## src/rtl/uart_tx_engine.sv

```systemverilog
// rtl/uart_tx_engine.sv - UART transmit engine draining an async FIFO read port
//
// Purpose: pops one FIFO word per frame and serialises it as 8N1 (or 8E1 when
// UART_TX_PARITY_EN is defined), back-to-back while data is available.
//
// Ports:
//   clk_i         transmit-domain clock (FIFO read clock)
//   rst_i         synchronous active-high reset
//   fifo_data_i   FIFO read data, valid while fifo_empty_i is low
//   fifo_empty_i  FIFO empty flag
//   fifo_rd_en_o  FIFO pop strobe (combinational, one cycle per word)
//   clk_div_i     bit period minus one in clk_i cycles, latched per frame
//   tx_o          serial line, idle high, registered
//   busy_o        high while a frame is in progress
//
// Optional feature macro: UART_TX_PARITY_EN (even parity bit before stop).

module uart_tx_engine #(
    parameter int DATA_WIDTH = 8,
    parameter int DIV_WIDTH  = 16
) (
    input  logic                  clk_i,
    input  logic                  rst_i,
    input  logic [DATA_WIDTH-1:0] fifo_data_i,
    input  logic                  fifo_empty_i,
    output logic                  fifo_rd_en_o,
    input  logic [DIV_WIDTH-1:0]  clk_div_i,
    output logic                  tx_o,
    output logic                  busy_o
);

    localparam int IDX_W = (DATA_WIDTH > 1) ? $clog2(DATA_WIDTH) : 1;
    localparam logic [IDX_W-1:0] LAST_IDX = IDX_W'(DATA_WIDTH - 1);

`ifdef UART_TX_PARITY_EN
    typedef enum logic [2:0] {
        S_IDLE,
        S_START,
        S_DATA,
        S_PARITY,
        S_STOP
    } state_t;
`else
    typedef enum logic [1:0] {
        S_IDLE,
        S_START,
        S_DATA,
        S_STOP
    } state_t;
`endif

    state_t                state_q, state_d;
    logic [DIV_WIDTH-1:0]  cnt_q, cnt_d;
    logic [DIV_WIDTH-1:0]  div_q, div_d;
    logic [IDX_W-1:0]      idx_q, idx_d;
    logic [DATA_WIDTH-1:0] shreg_q, shreg_d;
    logic                  tx_q, tx_d;
    logic                  bit_end;
    logic                  pop;
`ifdef UART_TX_PARITY_EN
    logic                  parity_q, parity_d;
`endif

    assign bit_end = (cnt_q == div_q);

    // Pop from IDLE, or in the final cycle of STOP so the next start bit
    // follows the stop bit with no idle gap. Never pop while in reset.
    assign pop = !rst_i && !fifo_empty_i &&
                 ((state_q == S_IDLE) || ((state_q == S_STOP) && bit_end));

    always_comb begin
        state_d = state_q;
        cnt_d   = cnt_q;
        div_d   = div_q;
        idx_d   = idx_q;
        shreg_d = shreg_q;
        tx_d    = 1'b1;
`ifdef UART_TX_PARITY_EN
        parity_d = parity_q;
`endif

        if (state_q != S_IDLE) begin
            cnt_d = bit_end ? '0 : cnt_q + DIV_WIDTH'(1);
        end

        case (state_q)
            S_IDLE: begin
                cnt_d = '0;
            end
            S_START: begin
                if (bit_end) begin
                    state_d = S_DATA;
                    idx_d   = '0;
                end
            end
            S_DATA: begin
                if (bit_end) begin
                    shreg_d = shreg_q >> 1;
                    if (idx_q == LAST_IDX) begin
`ifdef UART_TX_PARITY_EN
                        state_d = S_PARITY;
`else
                        state_d = S_STOP;
`endif
                    end else begin
                        idx_d = idx_q + IDX_W'(1);
                    end
                end
            end
`ifdef UART_TX_PARITY_EN
            S_PARITY: begin
                if (bit_end) begin
                    state_d = S_STOP;
                end
            end
`endif
            S_STOP: begin
                if (bit_end) begin
                    state_d = S_IDLE;
                end
            end
            default: begin
                state_d = S_IDLE;
            end
        endcase

        // A pop overrides the end-of-STOP/IDLE decision: load the word and
        // latch the divider so later clk_div_i changes leave this frame alone.
        if (pop) begin
            state_d = S_START;
            shreg_d = fifo_data_i;
            div_d   = clk_div_i;
            cnt_d   = '0;
            idx_d   = '0;
`ifdef UART_TX_PARITY_EN
            parity_d = ^fifo_data_i;
`endif
        end

        // tx is registered from the next state so the line changes on the
        // same edge the state does.
        case (state_d)
            S_START:  tx_d = 1'b0;
            S_DATA:   tx_d = shreg_d[0];
`ifdef UART_TX_PARITY_EN
            S_PARITY: tx_d = parity_d;
`endif
            default:  tx_d = 1'b1;
        endcase
    end

    always_ff @(posedge clk_i) begin
        if (rst_i) begin
            state_q <= S_IDLE;
            cnt_q   <= '0;
            div_q   <= '0;
            idx_q   <= '0;
            shreg_q <= '0;
            tx_q    <= 1'b1;
`ifdef UART_TX_PARITY_EN
            parity_q <= 1'b0;
`endif
        end else begin
            state_q <= state_d;
            cnt_q   <= cnt_d;
            div_q   <= div_d;
            idx_q   <= idx_d;
            shreg_q <= shreg_d;
            tx_q    <= tx_d;
`ifdef UART_TX_PARITY_EN
            parity_q <= parity_d;
`endif
        end
    end

    assign fifo_rd_en_o = pop;
    assign tx_o         = tx_q;
    assign busy_o       = (state_q != S_IDLE);

endmodule

```

## config.mk

```make
export PLATFORM = sky130hd
export DESIGN_NAME = uart_tx_engine
export DESIGN_NICKNAME = d
export VERILOG_FILES = /design/src/rtl/uart_tx_engine.sv
export SDC_FILE = /design/constraint.sdc
export NUM_CORES = 1
export LEC_CHECK = 0
export CELL_PAD_IN_SITES_DETAIL_PLACEMENT = 2
export CELL_PAD_IN_SITES_GLOBAL_PLACEMENT = 2
export CORE_MARGIN = 4
export CORE_UTILIZATION = 30
export DETAILED_ROUTE_END_ITERATION = 16
export PLACE_DENSITY = 0.73
export SYNTH_ARGS = -nofsm -noshare
export SYNTH_HDL_FRONTEND = slang
export SYNTH_SLANG_ARGS = --single-unit
export TNS_END_PERCENT = 5
```

## constraint.sdc

```tcl
create_clock -name clk_i -period 2.3 [get_ports clk_i]
set_clock_uncertainty 0.15 [all_clocks]
set_input_delay 0.575 -clock clk_i [delete_from_list [all_inputs] [get_ports clk_i]]
set_output_delay 0.575 -clock clk_i [all_outputs]
set_load 0.03 [all_outputs]
```

==> impl_metrics.env <==
export IMPL_worstPathArrival_ns=1.90
export IMPL_fin_util=0.421
export IMPL_relSlewSlack=0.723
export IMPL_crit_buf_inv=3
export IMPL_yosysWarningCount=0
export IMPL_drt_iter0_markers=94
export IMPL_io_buffers=29
export IMPL_grt_met3_usage=0.0263
export IMPL_synth_area_um2=2250
export IMPL_required_ns=1.57
export IMPL_status="complete, but fails checks"
export IMPL_worst_path_max_delay_cell="dfxtp_2"
export IMPL_cts_sinks=46
export IMPL_cpPeakStageDelay_ns=0.36
export IMPL_period_share=1.14
export IMPL_crit_family="simple AND/OR/NAND/NOR gates"
export IMPL_grt_max_degree=24
export IMPL_grt_use_total=0.173
export IMPL_io_pins=30
export IMPL_period_minus_slack_ns=2.62
export IMPL_cts_htree_levels=2
export IMPL_antenna_found_initial=0
export IMPL_gr_total_overflow=0
export IMPL_grt_busiest_layer="met2"
export IMPL_worstSetupStartpointType="register"
export IMPL_ys_types=39
export IMPL_ant_nets=0
export IMPL_met2_usage=0.291
export IMPL_drive_above_1_share=0.253
export IMPL_synthToLayoutAreaGrowth_pct=36.4
export IMPL_violations="negative setup slack"
export IMPL_worstHoldPathType="register to register"
export IMPL_pwr_density_cell_nw_per_um2=622
export IMPL_cts_tree="built"
export IMPL_first_global_vias=2214
export IMPL_final_cell_mix="38 x dfxtp_1, 34 x buf_4, 28 x clkdlybuf4s50_1"
export IMPL_finalSetupTns_ns=-0.321
export IMPL_cap_violations=0
export IMPL_vias_per_cell=4.96
export IMPL_gp_congestion=0.770
export IMPL_num_nets_final=345
export IMPL_drc=0
export IMPL_core_rowCount=31
export IMPL_timing_hold_violations_final=0
export IMPL_cts_root_buf="clkbuf_8"
export IMPL_die_height_um=94.7
export IMPL_routed_wl_um=7150
export IMPL_slew_viol_final=0
export IMPL_route_vias_total=2057
export IMPL_synth_area_per_cell_um2=8.80
export IMPL_max_slew_worst_pin_slew_ns=0.414
export IMPL_worstSetupEndpointType="output pin"
export IMPL_setup_ws_ns=-0.321
export IMPL_wl_per_cell_um=17.2
export IMPL_n_fill_cell=812
export IMPL_core_um2=7290
export IMPL_ir_worst_vdd_mv=0.221
export IMPL_grt_util_met1=0.227
export IMPL_syn_inst=256
export IMPL_clk_path_buf_depth=2
export IMPL_fmax_mhz=381
export IMPL_dr_pass1_iters=4
export IMPL_rsz0062_at_grt="true"
export IMPL_post_place_ws_ns=-0.0498
export IMPL_ys_seq_area_frac=0.409
export IMPL_worstPathCellList="xor2_2, nor4_4, buf_4, nand4_4, o21ai_4, nand2_4, inv_6, buf_6"
export IMPL_clk_pin_slew_ns=0.09
export IMPL_critPathMaxFanout=2
export IMPL_worstSetupPathType="register to output pin"
export IMPL_syn_nets=286
export IMPL_cts_buffers_inserted=5
export IMPL_total_leakage_power_nw=1.15
export IMPL_grt_pass1_wl_um=11900
export IMPL_cts_hold_buf=0
export IMPL_clock_latency_ns=0.30
export IMPL_dieArea_um2=8960
export IMPL_start_util=0.309
export IMPL_antenna_cells=0
export IMPL_hpwl_um=5040
export IMPL_layout_commonest_cell="dfxtp_1"
export IMPL_power_mw=1.91
export IMPL_setup_viol=1
export IMPL_die_w_um=94.7
export IMPL_ys_ff_latch=46
-- worst paths after layout --
path         startpoint      endpoint  slack (ns)  depth (start not counted)
min reg2reg    div_q[6]      div_q[6]        0.36                          2
max            cnt_q[2]  fifo_rd_en_o       -0.32                          8
max reg2reg    cnt_q[2]     div_q[13]        0.01                          9
min            div_q[6]      div_q[6]        0.36                          2
-- cells by family (layout without fill, tap and decap cells) --
group | count (synthesis) | count (layout) | share of synthesized area
AOI/OAI and AO/OA | 62 | 62 | 0.178
xor gates and xnor gates | 28 | 28 | 0.109
adders and majority gates | 4 | 4 | 0.0211
buffers and inverters | 20 | 80 | 0.0394
DFF | 46 | 46 | 0.409
muxes | 7 | 7 | 0.0311
and+or+nand+nor | 89 | 89 | 0.213
-- per-stage QoR --
step / instance area (um2) / hold slack (ns) / std cells
after floorplan: 2270 / 0.279 / 256
after global placement: 2860 / 0.333 / 401
after detailed placement: 2860 / 0.335 / 401
after CTS: 3030 / 0.352 / 414
after global routing: 3070 / 0.379 / 415
final: 3070 / 0.356 / 415
-- what timing repair did --
item                                    in CTS  in global routing
gates resized for setup                      7                  9
endpoints found under the setup margin      21                 29
pin swaps                                    6                  4
setup buffers                                5                  1
hold endpoints to repair                     0                  0
cloned                                       0                  0
-- state kept, by name, summed over array words and instances (netlist names) --
name     cells
cnt_q       16
div_q       16
shreg_q      8
idx_q        3
state_q      2
tx_o         1
-- power breakdown --
group / internal (mW) / switching (mW) / leakage [nW]
clock: 0.325 / 0.294 / 0.0514
combinational: 0.201 / 0.237 / 0.724
sequential: 0.831 / 0.0240 / 0.378
-- layer usage --
metal | routed length, um | up-vias | part of all wire
li1 | - | 1016 | -
met1 | 3320 | 999 | 0.46
met2 | 3530 | 31 | 0.49
met3 | 207 | 11 | 0.029
met4 | 91 | 0 | 0.013
met5 | 0 | - | 0
-- layout make-up --
class,count,area (um2),area share
Multi-Input combinational cell,190,1300,0.422
Sequential cell,46,933,0.304
Timing Repair Buffer,65,578,0.188
Tap cell,99,124,0.0403
Clock buffer,6,72.6,0.0236
Clock inverter,2,37.5,0.0122
Inverter,7,31.3,0.0102
-- synthesized netlist by cell type (all sizes together) --
cell / instances / share of area
nor4: 4 / 0.022
nor3: 10 / 0.029
a2bb2oi: 1 / 0.0039
o21a: 1 / 0.0033
buf: 7 / 0.018
xor2: 24 / 0.093
a211oi: 7 / 0.037
inv: 7 / 0.012
nand3: 22 / 0.049
nand4: 3 / 0.015
nand2: 15 / 0.026
dfxtp: 46 / 0.41
a32oi: 3 / 0.012
o221ai: 1 / 0.0039
maj3: 1 / 0.0044
a22oi: 1 / 0.0033
or2: 2 / 0.0056
and4: 1 / 0.0039
and3: 2 / 0.0056
o31ai: 1 / 0.0056
xnor2: 4 / 0.016
or3: 3 / 0.0083
clkbuf: 6 / 0.010
nor2: 27 / 0.048
a21oi: 22 / 0.049
mux2i: 7 / 0.031
ha: 3 / 0.017
o22ai: 1 / 0.0028
o21ai: 24 / 0.058
-- worst register-to-register path, delay by kind of cell (launching register included) --
kind | cells | cell delay (ns)
AOI/OAI and AO/OA | 3 | 0.50
xor gates and xnor gates | 1 | 0.21
DFF | 1 | 0.36
buffers and inverters | 3 | 0.55
and+or+nand+nor | 2 | 0.40
(Power assumes the default switching activity.)
